File: src/rtl/fp_unit_seq_if.sv
// Request/result bundle between the FP issue stage, the sequencer and FP_Unit.
// The slave modport is the sequencer's view, and master is the issue stage's view.
// Request side:  in_valid/out_ready, operands, op select, FP_Unit controls, in_abort.
// FP_Unit side:  latched out_fpu_* fields out, in_fpu_result back.
// Result side:   out_res_valid/in_res_ready, out_result, out_illegal.
interface fp_unit_seq_if #(
  parameter int unsigned DATA_WIDTH = 64
);
  logic                  in_valid;
  logic                  out_ready;
  logic [DATA_WIDTH-1:0] in_rs1;
  logic [DATA_WIDTH-1:0] in_rs2;
  logic [3:0]            in_FPU_Op;
  logic                  in_fmt;
  logic                  in_output_fmt;
  logic                  in_addsub_ctrl;
  logic [2:0]            in_ctrl_minmax_sgnj_cmp;
  logic                  in_abort;
  logic [DATA_WIDTH-1:0] out_fpu_rs1;
  logic [DATA_WIDTH-1:0] out_fpu_rs2;
  logic [3:0]            out_fpu_op;
  logic                  out_fpu_fmt;
  logic                  out_fpu_output_fmt;
  logic                  out_fpu_addsub;
  logic [2:0]            out_fpu_ctrl;
  logic [DATA_WIDTH-1:0] in_fpu_result;
  logic                  out_res_valid;
  logic                  in_res_ready;
  logic [DATA_WIDTH-1:0] out_result;
  logic                  out_illegal;

  modport slave (
    input  in_valid, in_rs1, in_rs2, in_FPU_Op, in_fmt, in_output_fmt,
           in_addsub_ctrl, in_ctrl_minmax_sgnj_cmp, in_abort, in_fpu_result,
           in_res_ready,
    output out_ready, out_fpu_rs1, out_fpu_rs2, out_fpu_op, out_fpu_fmt,
           out_fpu_output_fmt, out_fpu_addsub, out_fpu_ctrl, out_res_valid,
           out_result, out_illegal
  );

  modport master (
    output in_valid, in_rs1, in_rs2, in_FPU_Op, in_fmt, in_output_fmt,
           in_addsub_ctrl, in_ctrl_minmax_sgnj_cmp, in_abort, in_fpu_result,
           in_res_ready,
    input  out_ready, out_fpu_rs1, out_fpu_rs2, out_fpu_op, out_fpu_fmt,
           out_fpu_output_fmt, out_fpu_addsub, out_fpu_ctrl, out_res_valid,
           out_result, out_illegal
  );
endinterface

File: src/rtl/fp_unit_seq.sv
// fp_unit_seq: issue/complete sequencer for the combinational FP_Unit datapath.
// The sequencer latches one request per handshake. It holds the latched fields on FP_Unit
// for a number of cycles that depends on the op. It then captures FP_Unit's result
// into a register that is presented on a valid/ready port.
// Ports:
//   in_clk    clock, rising edge
//   in_rst_n  asynchronous active-low reset
//   bus       fp_unit_seq_if.slave (request, FP_Unit drive/return, result)
// Optional feature: define FP_SEQ_B2B_EN to let DONE retire a result and accept
// the next request on the same edge, which removes the IDLE bubble.
module fp_unit_seq #(
  parameter int unsigned DATA_WIDTH = 64,
  parameter int unsigned LAT_ADDSUB = 2,
  parameter int unsigned LAT_MUL    = 3,
  parameter int unsigned LAT_DIV    = 8,
  parameter int unsigned LAT_MISC   = 1
) (
  input  logic         in_clk,
  input  logic         in_rst_n,
  fp_unit_seq_if.slave bus
);

  localparam int unsigned CNT_W = 4;

  // Latencies must fit the 4-bit down-counter and be at least one cycle
  if (LAT_ADDSUB < 1 || LAT_ADDSUB > 15 || LAT_MUL < 1 || LAT_MUL > 15 ||
      LAT_DIV < 1 || LAT_DIV > 15 || LAT_MISC < 1 || LAT_MISC > 15) begin : g_lat_range_bad
    $error("fp_unit_seq: every LAT_* parameter must be in 1..15");
  end

  typedef enum logic [1:0] {S_IDLE = 2'd0, S_EXEC = 2'd1, S_DONE = 2'd2} state_e;

  state_e                state_q, state_d;
  logic [CNT_W-1:0]      cnt_q, cnt_d;
  logic [DATA_WIDTH-1:0] rs1_q, rs1_d, rs2_q, rs2_d, result_q, result_d;
  logic [3:0]            op_q, op_d;
  logic                  fmt_q, fmt_d, ofmt_q, ofmt_d, addsub_q, addsub_d;
  logic [2:0]            ctrl_q, ctrl_d;
  logic                  illegal_q, illegal_d;
  logic                  accept;
  logic                  op_legal;
  logic                  capture;

  // Initial counter value (latency minus one) for a legal op
  function automatic logic [CNT_W-1:0] lat_m1(input logic [3:0] op);
    case (op)
      4'b0000: return CNT_W'(LAT_ADDSUB - 1);
      4'b0001: return CNT_W'(LAT_MUL - 1);
      4'b0010: return CNT_W'(LAT_DIV - 1);
      default: return CNT_W'(LAT_MISC - 1);
    endcase
  endfunction

  assign op_legal = ~bus.in_FPU_Op[3];

  // State register
  always_ff @(posedge in_clk or negedge in_rst_n) begin
    if (!in_rst_n) begin
      state_q <= S_IDLE;
    end else begin
      state_q <= state_d;
    end
  end

  // Next state. An abort outranks the final-cycle capture.
  always_comb begin
    state_d = state_q;
    accept  = 1'b0;
    capture = 1'b0;
    case (state_q)
      S_IDLE: begin
        if (bus.in_valid) accept = 1'b1;
      end
      S_EXEC: begin
        if (bus.in_abort) begin
          state_d = S_IDLE;
        end else if (cnt_q == '0) begin
          state_d = S_DONE;
          capture = 1'b1;
        end
      end
      S_DONE: begin
        if (bus.in_res_ready) begin
          state_d = S_IDLE;
`ifdef FP_SEQ_B2B_EN
          if (bus.in_valid) accept = 1'b1;
`endif
        end
      end
      default: state_d = S_IDLE;
    endcase
    if (accept) state_d = op_legal ? S_EXEC : S_DONE;
  end

  // Handshake outputs, decoded from the state register
  always_comb begin
    bus.out_ready     = 1'b0;
    bus.out_res_valid = 1'b0;
    case (state_q)
      S_IDLE: bus.out_ready = 1'b1;
      S_DONE: begin
        bus.out_res_valid = 1'b1;
`ifdef FP_SEQ_B2B_EN
        bus.out_ready     = bus.in_res_ready;
`endif
      end
      default: ;
    endcase
  end

  // Datapath next values: latch on accept, count down in EXEC, capture on the last cycle
  always_comb begin
    cnt_d     = cnt_q;
    rs1_d     = rs1_q;
    rs2_d     = rs2_q;
    op_d      = op_q;
    fmt_d     = fmt_q;
    ofmt_d    = ofmt_q;
    addsub_d  = addsub_q;
    ctrl_d    = ctrl_q;
    result_d  = result_q;
    illegal_d = illegal_q;
    if (state_q == S_EXEC && cnt_q != '0) cnt_d = cnt_q - CNT_W'(1);
    if (capture) begin
      result_d  = bus.in_fpu_result;
      illegal_d = 1'b0;
    end
    if (accept) begin
      rs1_d    = bus.in_rs1;
      rs2_d    = bus.in_rs2;
      op_d     = bus.in_FPU_Op;
      fmt_d    = bus.in_fmt;
      ofmt_d   = bus.in_output_fmt;
      addsub_d = bus.in_addsub_ctrl;
      ctrl_d   = bus.in_ctrl_minmax_sgnj_cmp;
      if (op_legal) begin
        cnt_d = lat_m1(bus.in_FPU_Op);
      end else begin
        result_d  = '0;
        illegal_d = 1'b1;
      end
    end
  end

  // Datapath registers
  always_ff @(posedge in_clk or negedge in_rst_n) begin
    if (!in_rst_n) begin
      cnt_q     <= '0;
      rs1_q     <= '0;
      rs2_q     <= '0;
      op_q      <= '0;
      fmt_q     <= 1'b0;
      ofmt_q    <= 1'b0;
      addsub_q  <= 1'b0;
      ctrl_q    <= '0;
      result_q  <= '0;
      illegal_q <= 1'b0;
    end else begin
      cnt_q     <= cnt_d;
      rs1_q     <= rs1_d;
      rs2_q     <= rs2_d;
      op_q      <= op_d;
      fmt_q     <= fmt_d;
      ofmt_q    <= ofmt_d;
      addsub_q  <= addsub_d;
      ctrl_q    <= ctrl_d;
      result_q  <= result_d;
      illegal_q <= illegal_d;
    end
  end

  assign bus.out_fpu_rs1        = rs1_q;
  assign bus.out_fpu_rs2        = rs2_q;
  assign bus.out_fpu_op         = op_q;
  assign bus.out_fpu_fmt        = fmt_q;
  assign bus.out_fpu_output_fmt = ofmt_q;
  assign bus.out_fpu_addsub     = addsub_q;
  assign bus.out_fpu_ctrl       = ctrl_q;
  assign bus.out_result         = result_q;
  assign bus.out_illegal        = illegal_q;

endmodule

File: src/flat_wrapper.sv
// flat-port wrapper written by rule: the top's interface ports become plain ports
module fp_unit_seq_flat 
#(
  parameter int unsigned DATA_WIDTH = 64,
  parameter int unsigned LAT_ADDSUB = 2,
  parameter int unsigned LAT_MUL    = 3,
  parameter int unsigned LAT_DIV    = 8,
  parameter int unsigned LAT_MISC   = 1
)
  (in_clk, in_rst_n, bus_in_valid, bus_in_rs1, bus_in_rs2, bus_in_FPU_Op, bus_in_fmt, bus_in_output_fmt, bus_in_addsub_ctrl, bus_in_ctrl_minmax_sgnj_cmp, bus_in_abort, bus_in_fpu_result, bus_in_res_ready, bus_out_ready, bus_out_fpu_rs1, bus_out_fpu_rs2, bus_out_fpu_op, bus_out_fpu_fmt, bus_out_fpu_output_fmt, bus_out_fpu_addsub, bus_out_fpu_ctrl, bus_out_res_valid, bus_out_result, bus_out_illegal);
  fp_unit_seq_if #(.DATA_WIDTH(DATA_WIDTH)) bus_i ();
  input  logic in_clk;
  input  logic in_rst_n;
  input wire logic [$bits(bus_i.in_valid)-1:0] bus_in_valid;
  input wire logic [$bits(bus_i.in_rs1)-1:0] bus_in_rs1;
  input wire logic [$bits(bus_i.in_rs2)-1:0] bus_in_rs2;
  input wire logic [$bits(bus_i.in_FPU_Op)-1:0] bus_in_FPU_Op;
  input wire logic [$bits(bus_i.in_fmt)-1:0] bus_in_fmt;
  input wire logic [$bits(bus_i.in_output_fmt)-1:0] bus_in_output_fmt;
  input wire logic [$bits(bus_i.in_addsub_ctrl)-1:0] bus_in_addsub_ctrl;
  input wire logic [$bits(bus_i.in_ctrl_minmax_sgnj_cmp)-1:0] bus_in_ctrl_minmax_sgnj_cmp;
  input wire logic [$bits(bus_i.in_abort)-1:0] bus_in_abort;
  input wire logic [$bits(bus_i.in_fpu_result)-1:0] bus_in_fpu_result;
  input wire logic [$bits(bus_i.in_res_ready)-1:0] bus_in_res_ready;
  output wire logic [$bits(bus_i.out_ready)-1:0] bus_out_ready;
  output wire logic [$bits(bus_i.out_fpu_rs1)-1:0] bus_out_fpu_rs1;
  output wire logic [$bits(bus_i.out_fpu_rs2)-1:0] bus_out_fpu_rs2;
  output wire logic [$bits(bus_i.out_fpu_op)-1:0] bus_out_fpu_op;
  output wire logic [$bits(bus_i.out_fpu_fmt)-1:0] bus_out_fpu_fmt;
  output wire logic [$bits(bus_i.out_fpu_output_fmt)-1:0] bus_out_fpu_output_fmt;
  output wire logic [$bits(bus_i.out_fpu_addsub)-1:0] bus_out_fpu_addsub;
  output wire logic [$bits(bus_i.out_fpu_ctrl)-1:0] bus_out_fpu_ctrl;
  output wire logic [$bits(bus_i.out_res_valid)-1:0] bus_out_res_valid;
  output wire logic [$bits(bus_i.out_result)-1:0] bus_out_result;
  output wire logic [$bits(bus_i.out_illegal)-1:0] bus_out_illegal;
  assign bus_i.in_valid = bus_in_valid;
  assign bus_i.in_rs1 = bus_in_rs1;
  assign bus_i.in_rs2 = bus_in_rs2;
  assign bus_i.in_FPU_Op = bus_in_FPU_Op;
  assign bus_i.in_fmt = bus_in_fmt;
  assign bus_i.in_output_fmt = bus_in_output_fmt;
  assign bus_i.in_addsub_ctrl = bus_in_addsub_ctrl;
  assign bus_i.in_ctrl_minmax_sgnj_cmp = bus_in_ctrl_minmax_sgnj_cmp;
  assign bus_i.in_abort = bus_in_abort;
  assign bus_i.in_fpu_result = bus_in_fpu_result;
  assign bus_i.in_res_ready = bus_in_res_ready;
  assign bus_out_ready = bus_i.out_ready;
  assign bus_out_fpu_rs1 = bus_i.out_fpu_rs1;
  assign bus_out_fpu_rs2 = bus_i.out_fpu_rs2;
  assign bus_out_fpu_op = bus_i.out_fpu_op;
  assign bus_out_fpu_fmt = bus_i.out_fpu_fmt;
  assign bus_out_fpu_output_fmt = bus_i.out_fpu_output_fmt;
  assign bus_out_fpu_addsub = bus_i.out_fpu_addsub;
  assign bus_out_fpu_ctrl = bus_i.out_fpu_ctrl;
  assign bus_out_res_valid = bus_i.out_res_valid;
  assign bus_out_result = bus_i.out_result;
  assign bus_out_illegal = bus_i.out_illegal;
  fp_unit_seq #(.DATA_WIDTH(DATA_WIDTH), .LAT_ADDSUB(LAT_ADDSUB), .LAT_MUL(LAT_MUL), .LAT_DIV(LAT_DIV), .LAT_MISC(LAT_MISC)) u_core (.in_clk(in_clk), .in_rst_n(in_rst_n), .bus(bus_i));
endmodule
File: config.mk
export PLATFORM = sky130hd
export DESIGN_NAME = fp_unit_seq_flat
export DESIGN_NICKNAME = d
export VERILOG_FILES = /design/src/rtl/fp_unit_seq_if.sv /design/src/rtl/fp_unit_seq.sv /design/src/flat_wrapper.sv
export SDC_FILE = /design/constraint.sdc
export NUM_CORES = 1
export LEC_CHECK = 0
export ABC_AREA = 1
export CAP_MARGIN = 25
export CORE_AREA = 2 2 159 161
export CTS_CLUSTER_SIZE = 28
export DETAILED_ROUTE_END_ITERATION = 16
export DIE_AREA = 0 0 161 163
export PLACE_DENSITY = 0.69
export SLEW_MARGIN = 30
export SYNTH_ARGS = -nofsm -noshare
export SYNTH_HDL_FRONTEND = slang
export SYNTH_SLANG_ARGS = --single-unit
export TNS_END_PERCENT = 20
File: constraint.sdc
create_clock -name in_clk -period 1.8 [get_ports in_clk]
set_input_delay 0.36 -clock in_clk [delete_from_list [all_inputs] [get_ports in_clk]]
set_output_delay 0.36 -clock in_clk [all_outputs]
set_load 0.01 [all_outputs]
==> impl_results.md, run 1 <==
* DRT Pass-1 Iters at 7
* Crit path DAT at 1400 ps
* Final Hold Slack at 302 ps
* RR Startpoint: u_core.cnt_q[0]
* Clock Latency Late Sink at 510 ps
* Die Span Y at 163 um
* Yosys cell types at 22
* Setup slack at placement at -6.34 ps
* Post-Synth XOR/XNOR Area at 0%
* Cell Count, Final, Fillers Out at 1699
* Dominant cell type by area after synthesis: dfrtp_1
* Vias in the first global route at 7558
* Slew HR at 78.5%
* Static Leak at 7.95 nW
* Yosys reg bits at 209
* I/O Pins at 412
* Post-route core utilization at 56.2%
* Status: finished, final reports clean
* Via density at 4.43
* R2r setup slk at 100 ps
* Critical Path Max Stage Delay at 550 ps
* WP depth at 1
* Root Buffer: clkbuf_16
* Worst slew pin tran at 323 ps
* Worst r2r path cells at 9
* Worst VDD drop at 0.783 mV
* Final setup vio count at 0
* Compound-cell area share of the yosys netlist at 4.93%
* Routed wire length at 26400 um
* CTS Buf Count at 24
* Largest net degree at the start of global routing at 55
* Grt ovf at 0
* Cells after Synth at 929
* Drt drc at 0
* Synth Area in Adders at 0.150%
* Post-route ant nets at 0
* Minimum clock period at 1760 ps
* TNS Setup at 0 ps
* Syn_nets at 1137
* CTS Sinks at 209
* Fin area at 13900 um2
* Number of port buffers at 411
* Worst setup SP type: flop
* Number of synthesis warnings at 0
* Top delay family on crit path: buffers and inverters
* Mapped Area at 8320 um2
* Fillers at 2217
* Sequential area share after synthesis at 62.8%
* Max Cap Viol at 0
* WS Path Type: reg2out
* Mean routed wirelength per cell at 15.6 um
* Mean Syn Cell Area at 8.96 um2
* Reg2reg end: u_core.bus.out_result[4]
* Initial antenna violation count at 0
* Total Nets Final at 1560
* Placer Congestion at 0.787
* Die area at 26200 um2
* Fin crit share at 98.0%
* Main combinational cell family by area after synthesis: simple AND/OR/NAND/NOR gates
* Total power at 22.8 mW
* Worst-path cell chain: clkdlybuf4s50_1
* Site Rows at 58
* Worst EP required at 1440 ps
* Inserted Diodes at 0
* Top-area cell type share of the netlist area at 62.8%
* Die X at 161 um
* Syn-to-layout area delta at 66.5%
* Final Slew Violations at 0
* Slowest stage cell, crit path: clkdlybuf4s50_1
* First-iteration detailed-routing DRC count at 373
* Total GRT Usage at 19.3%
* CP Capture Type: primary output
* Critical path buffer and inverter count at 1
* Power density over the cells at 1640 nW/um2
* Vias at 7525
* Area after DPL at 12900 um2
* Share of cells above drive strength 1 at 7.67%
* Clk pin slew, worst setup/hold paths at 60 ps
* First-pass GRT wire length at 40600 um
* Fin. Hold Viols at 0
* Starting Density at 33.7%
* Setup ws final at 35.5 ps
* Hpwl dp at 19100 um
* Core area at 24700 um2
* Placed Cells at 1653
* Worst Hold Class: in2async
* Clk_skew at 9.50 ps
* Simple-gate share of the synthesized area at 27.1%
* Htree depth at 1
* Synth area leaders: dfrtp_1 (63%), nand2_1 (20%), nor2_1 (6.0%), o21ai_1 (2.3%), o21ai_2 (2.1%)
* Worst Path Max Fanout at 2
* Fmax at 567 MHz
* CTS tree: yes
* Multiplexer share of the synthesized area at 0%
* Max Buffers Root-to-Sink at 3
cell usage in the layout, fill, tap and decap left out:
cell,n
inv_2,1
dlygate4sd3_1,1
clkbuf_8,6
clkinv_4,1
buf_12,16
nor2_1,133
nor2_2,1
o21ai_0,7
o21ai_2,20
nand3_1,7
inv_1,12
nor3_1,1
dfrtp_1,209
nand2_1,437
clkbuf_1,6
buf_2,1
clkbuf_16,25
clkinvlp_4,1
nor2_4,2
inv_4,2
clkdlybuf4s50_1,244
dlygate4sd2_1,79
buf_4,19
bufinv_16,1
nand4_1,2
nand2_4,2
a21oi_1,1
ha_1,1
clkinv_2,4
dlymetal6s2s_1,85
nand2_2,2
o21ai_1,39
clkbuf_2,1
worst max path at each step:
stage	slack, ps	end	from
3_3_place_gp	50	u_core.bus.out_result[26]	bus_in_abort
2_1_floorplan	330	u_core.bus.out_result[34]	u_core.cnt_q[0]
3_5_place_dp	-6	u_core.bus.out_fpu_rs1[21]	bus_in_valid
5_1_grt	-0.9	bus_out_fpu_rs2[46]	u_core.bus.out_fpu_rs2[46]
4_1_cts	0.2	bus_out_fpu_rs1[8]	u_core.bus.out_fpu_rs1[8]
6_report	40	bus_out_result[11]	u_core.bus.out_result[11]
cells by family after synthesis:
group / count (synthesis)
fa+ha+maj: 1
compound gates: 67
buf+inv: 65
simple gates: 587
flops: 209
routing by layer:
metal  track usage [%]  routed length (um)  share of wire, %
met2              32.9               12900                49
met3              5.40                2120               8.0
met4              6.25                 716               2.7
met5                 0                   0                 0
met1              23.8               10700                40
cell type report:
class	instances	area, um2	share of cell area, %
Sequential cell	209	5230	37.7
Clock buffer	36	717	5.17
Inverter	15	61.3	0.442
Multi-Input combinational cell	655	2680	19.3
Tap cell	330	413	2.98
Clock inverter	7	66.3	0.478
Timing Repair Buffer	447	4690	33.9
Yosys cell counts (all sizes together):
cell and count:
nand4 2, buf 42, a21oi 1, nand3 7, nor3 1, nand2 441, clkbuf 8, dfrtp 209
o21ai 66, inv 15, ha 1, nor2 136
repair_timing:
item / in CTS / in global routing
pin swaps: 0 / 1
endpoints found under the hold margin: 22 / 0
endpoints found under the setup margin: 81 / 99
hold buffers: 1 / 0
setup buffers: 0 / 2
gates resized for setup: 84 / 88
report_power, final:
group          switching [mW]  internal [mW]  total, mW  leakage [nW]
Sequential               1.22           6.98       8.20          2.66
Combinational            4.86           4.87       9.74          4.90
Clock                    1.93           2.89       4.82         0.385
Total                    8.01           14.7       22.8          7.95
flip-flops by register name, indices dropped and copies added (netlist names):
name	count
u_core.bus.out_result	64
u_core.cnt_q	4
u_core.bus.out_fpu_op	4
u_core.bus.out_illegal	1
u_core.bus.out_fpu_rs1	64
u_core.bus.out_fpu_fmt	1
u_core.bus.out_fpu_addsub	1
u_core.bus.out_fpu_rs2	64
u_core.state_q	2
u_core.bus.out_fpu_output_fmt	1
u_core.bus.out_fpu_ctrl	3
No activity file was read; power rests on OpenSTA's default activity.
==> run 2: changes to the inputs <==
--- a/config.mk
+++ b/config.mk
@@ -12,6 +12,7 @@
 export DETAILED_ROUTE_END_ITERATION = 16
 export DIE_AREA = 0 0 161 163
 export PLACE_DENSITY = 0.69
+export SETUP_SLACK_MARGIN = 0.05
 export SLEW_MARGIN = 30
 export SYNTH_ARGS = -nofsm -noshare
 export SYNTH_HDL_FRONTEND = slang
==> run 2 against run 1 <==
  * Non-clock buffer count is 2 higher
  * Combinational power decreased by 7.0%
  * Cell count up 0.18%
  * Cell area shrank 2.3%
  * Worst hold slack improved by 1.3 ps
  * Global-route usage barely moved
  * Via count down 0.19%
  * Core utilization down 1.3 points
  * Critical path depth increased by 8
  * Clock power hardly changed
  * Sequential cell count stayed put
  * Count of clock-buffer cells in the layout is the same
==> impl_results.md, run 2 (synthesis gave the netlist of run 1 again) <==
* Via density at 4.41
* Critical path buffer and inverter count at 3
* DRT Pass-1 Iters at 5
* Max Buffers Root-to-Sink at 3
* CTS Sinks at 209
* Initial antenna violation count at 0
* Htree depth at 1
* RR Startpoint: u_core.cnt_q[0]
* Total GRT Usage at 19.3%
* Fmax at 596 MHz
* CP Capture Type: flop
* Worst Path Max Fanout at 15
* TNS Setup at 0 ps
* Share of cells above drive strength 1 at 7.94%
* Hpwl dp at 19100 um
* Mean routed wirelength per cell at 15.4 um
* Worst VDD drop at 0.751 mV
* Reg2reg end: u_core.bus.out_result[4]
* Max Cap Viol at 0
* Status: finished, final reports clean
* Final Slew Violations at 0
* Syn-to-layout area delta at 62.6%
* Clk_skew at 8.00 ps
* First-pass GRT wire length at 40700 um
* Critical Path Max Stage Delay at 380 ps
* Total power at 22.0 mW
* Worst r2r path cells at 9
* Worst slew pin tran at 319 ps
* Slowest stage cell, crit path: dfrtp_1
* Drt drc at 0
* Fin crit share at 93.2%
* Die area at 26200 um2
* Unrepaired setup endpoints after global routing: true
* Site Rows at 58
* Vias in the first global route at 7552
* Power density over the cells at 1630 nW/um2
* Largest net degree at the start of global routing at 55
* Placed Cells at 1653
* Clock Latency Late Sink at 510 ps
* Starting Density at 33.7%
* CTS Buf Count at 24
* Routed wire length at 26300 um
* Worst EP required at 2190 ps
* Static Leak at 7.20 nW
* Die X at 161 um
* Crit path DAT at 2070 ps
* Worst Hold Class: in2async
* Top delay family on crit path: simple AND/OR/NAND/NOR gates
* Fin. Hold Viols at 0
* Clk pin slew, worst setup/hold paths at 60 ps
* Minimum clock period at 1680 ps
* WS Path Type: reg2reg
* Most frequent cells in the layout: nand2_1 (437), dfrtp_1 (209), clkdlybuf4s50_1 (205), dlygate4sd2_1 (203), nor2_1 (133)
* Final setup vio count at 0
* First-iteration detailed-routing DRC count at 396
* CTS tree: yes
* Vias at 7511
* I/O Pins at 412
* Root Buffer: clkbuf_16
* Die Span Y at 163 um
* Cell Count, Final, Fillers Out at 1702
* Slew HR at 78.7%
* Worst setup SP type: flop
* Worst-path cell chain: inv_1 -> ha_2 -> nand2_1 -> nor2_4 -> nand2_4 -> buf_12 -> buf_4 -> o21ai_1 -> nor2_1
* Number of port buffers at 411
* Most common cell after layout, fill and taps aside: nand2_1
* Grt ovf at 0
* Core area at 24700 um2
* R2r setup slk at 120 ps
* Total Nets Final at 1563
* Post-route ant nets at 0
* Placer Congestion at 0.787
* Inserted Diodes at 0
run 2: cell types whose count changed in the layout (fill, tap and decap cells not counted), sizes merged:
cell	before	now
buf	36	37
nand2	441	442
dlymetal6s2s	85	0
dlygate4sd2	79	203
clkdlybuf4s50	244	205
clkbuf	38	39
run 2: what timing repair did:
item | 4_1_cts | 5_1_grt
hold buffers | 1 | 0
pin swaps | 0 | 2
gates resized for setup | 210 | 3
cloned | 0 | 2
buffers inserted | 0 | 3
endpoints found under the hold margin | 22 | 0
endpoints found under the setup margin | 206 | 13
run 2: how the worst max path moves through the flow:
stage	from	to	slack, ps	cells after the start
final	u_core.cnt_q[0]	u_core.bus.out_result[4]	120	9
after global routing	u_core.cnt_q[0]	u_core.bus.out_result[4]	40	9
after CTS	u_core.state_q[1]	bus_out_res_valid	-9	3
after detailed placement	bus_in_valid	u_core.bus.out_fpu_rs1[21]	-6	6
after global placement	bus_in_abort	u_core.bus.out_result[26]	50	7
after floorplan	u_core.cnt_q[0]	u_core.bus.out_result[34]	330	9
run 2: stage by stage:
stage | util [%] | setup slack, ps | hold WS [ps] | instance area, um2
after floorplan | - | 326 | 64.4 | 8320
after global placement | 52.5 | 54.6 | 279 | 12900
after detailed placement | 52.5 | -6.34 | 278 | 12900
after CTS | 54.6 | -8.55 | 295 | 13500
after global routing | 54.9 | 42.5 | 317 | 13500
final | 54.9 | 123 | 304 | 13500
run 2: area by class of cell:
cell class / instances / area (um2)
Clock buffer: 36 / 717
Clock inverter: 7 / 66.3
Fill cell: 2303 / 11100
Inverter: 15 / 61.3
Multi-Input combinational cell: 656 / 2690
Sequential cell: 209 / 5230
Tap cell: 330 / 413
Timing Repair Buffer: 449 / 4360
run 2: worst register-to-register path, stage by stage, from the launching register on:
cell	delay, ps
dfrtp_1	380
inv_1	80
ha_2	200
nand2_1	90
nor2_4	150
nand2_4	130
buf_12	190
buf_4	140
o21ai_1	130
nor2_1	70
run 2: layer usage:
layer	wire [um]	track usage, %
met1	10700	23.8
met2	12700	32.9
met3	2110	5.35
met4	780	6.49
met5	0	0
run 2: report_power, final:
group	leakage, nW	total [mW]	switching, mW	internal [mW]
Sequential	2.66	8.17	1.19	6.98
Combinational	4.16	9.06	4.86	4.20
Clock	0.385	4.82	1.93	2.89
==> run 3: changes to the inputs <==
--- a/config.mk
+++ b/config.mk
@@ -6,7 +6,7 @@
 export NUM_CORES = 1
 export LEC_CHECK = 0
 export ABC_AREA = 1
-export CAP_MARGIN = 25
+export CAP_MARGIN = 10
 export CORE_AREA = 2 2 159 161
 export CTS_CLUSTER_SIZE = 28
 export DETAILED_ROUTE_END_ITERATION = 16
==> results of run 3 <==
Same layout as run 2: the final DEF is identical, and so are final timing and power.
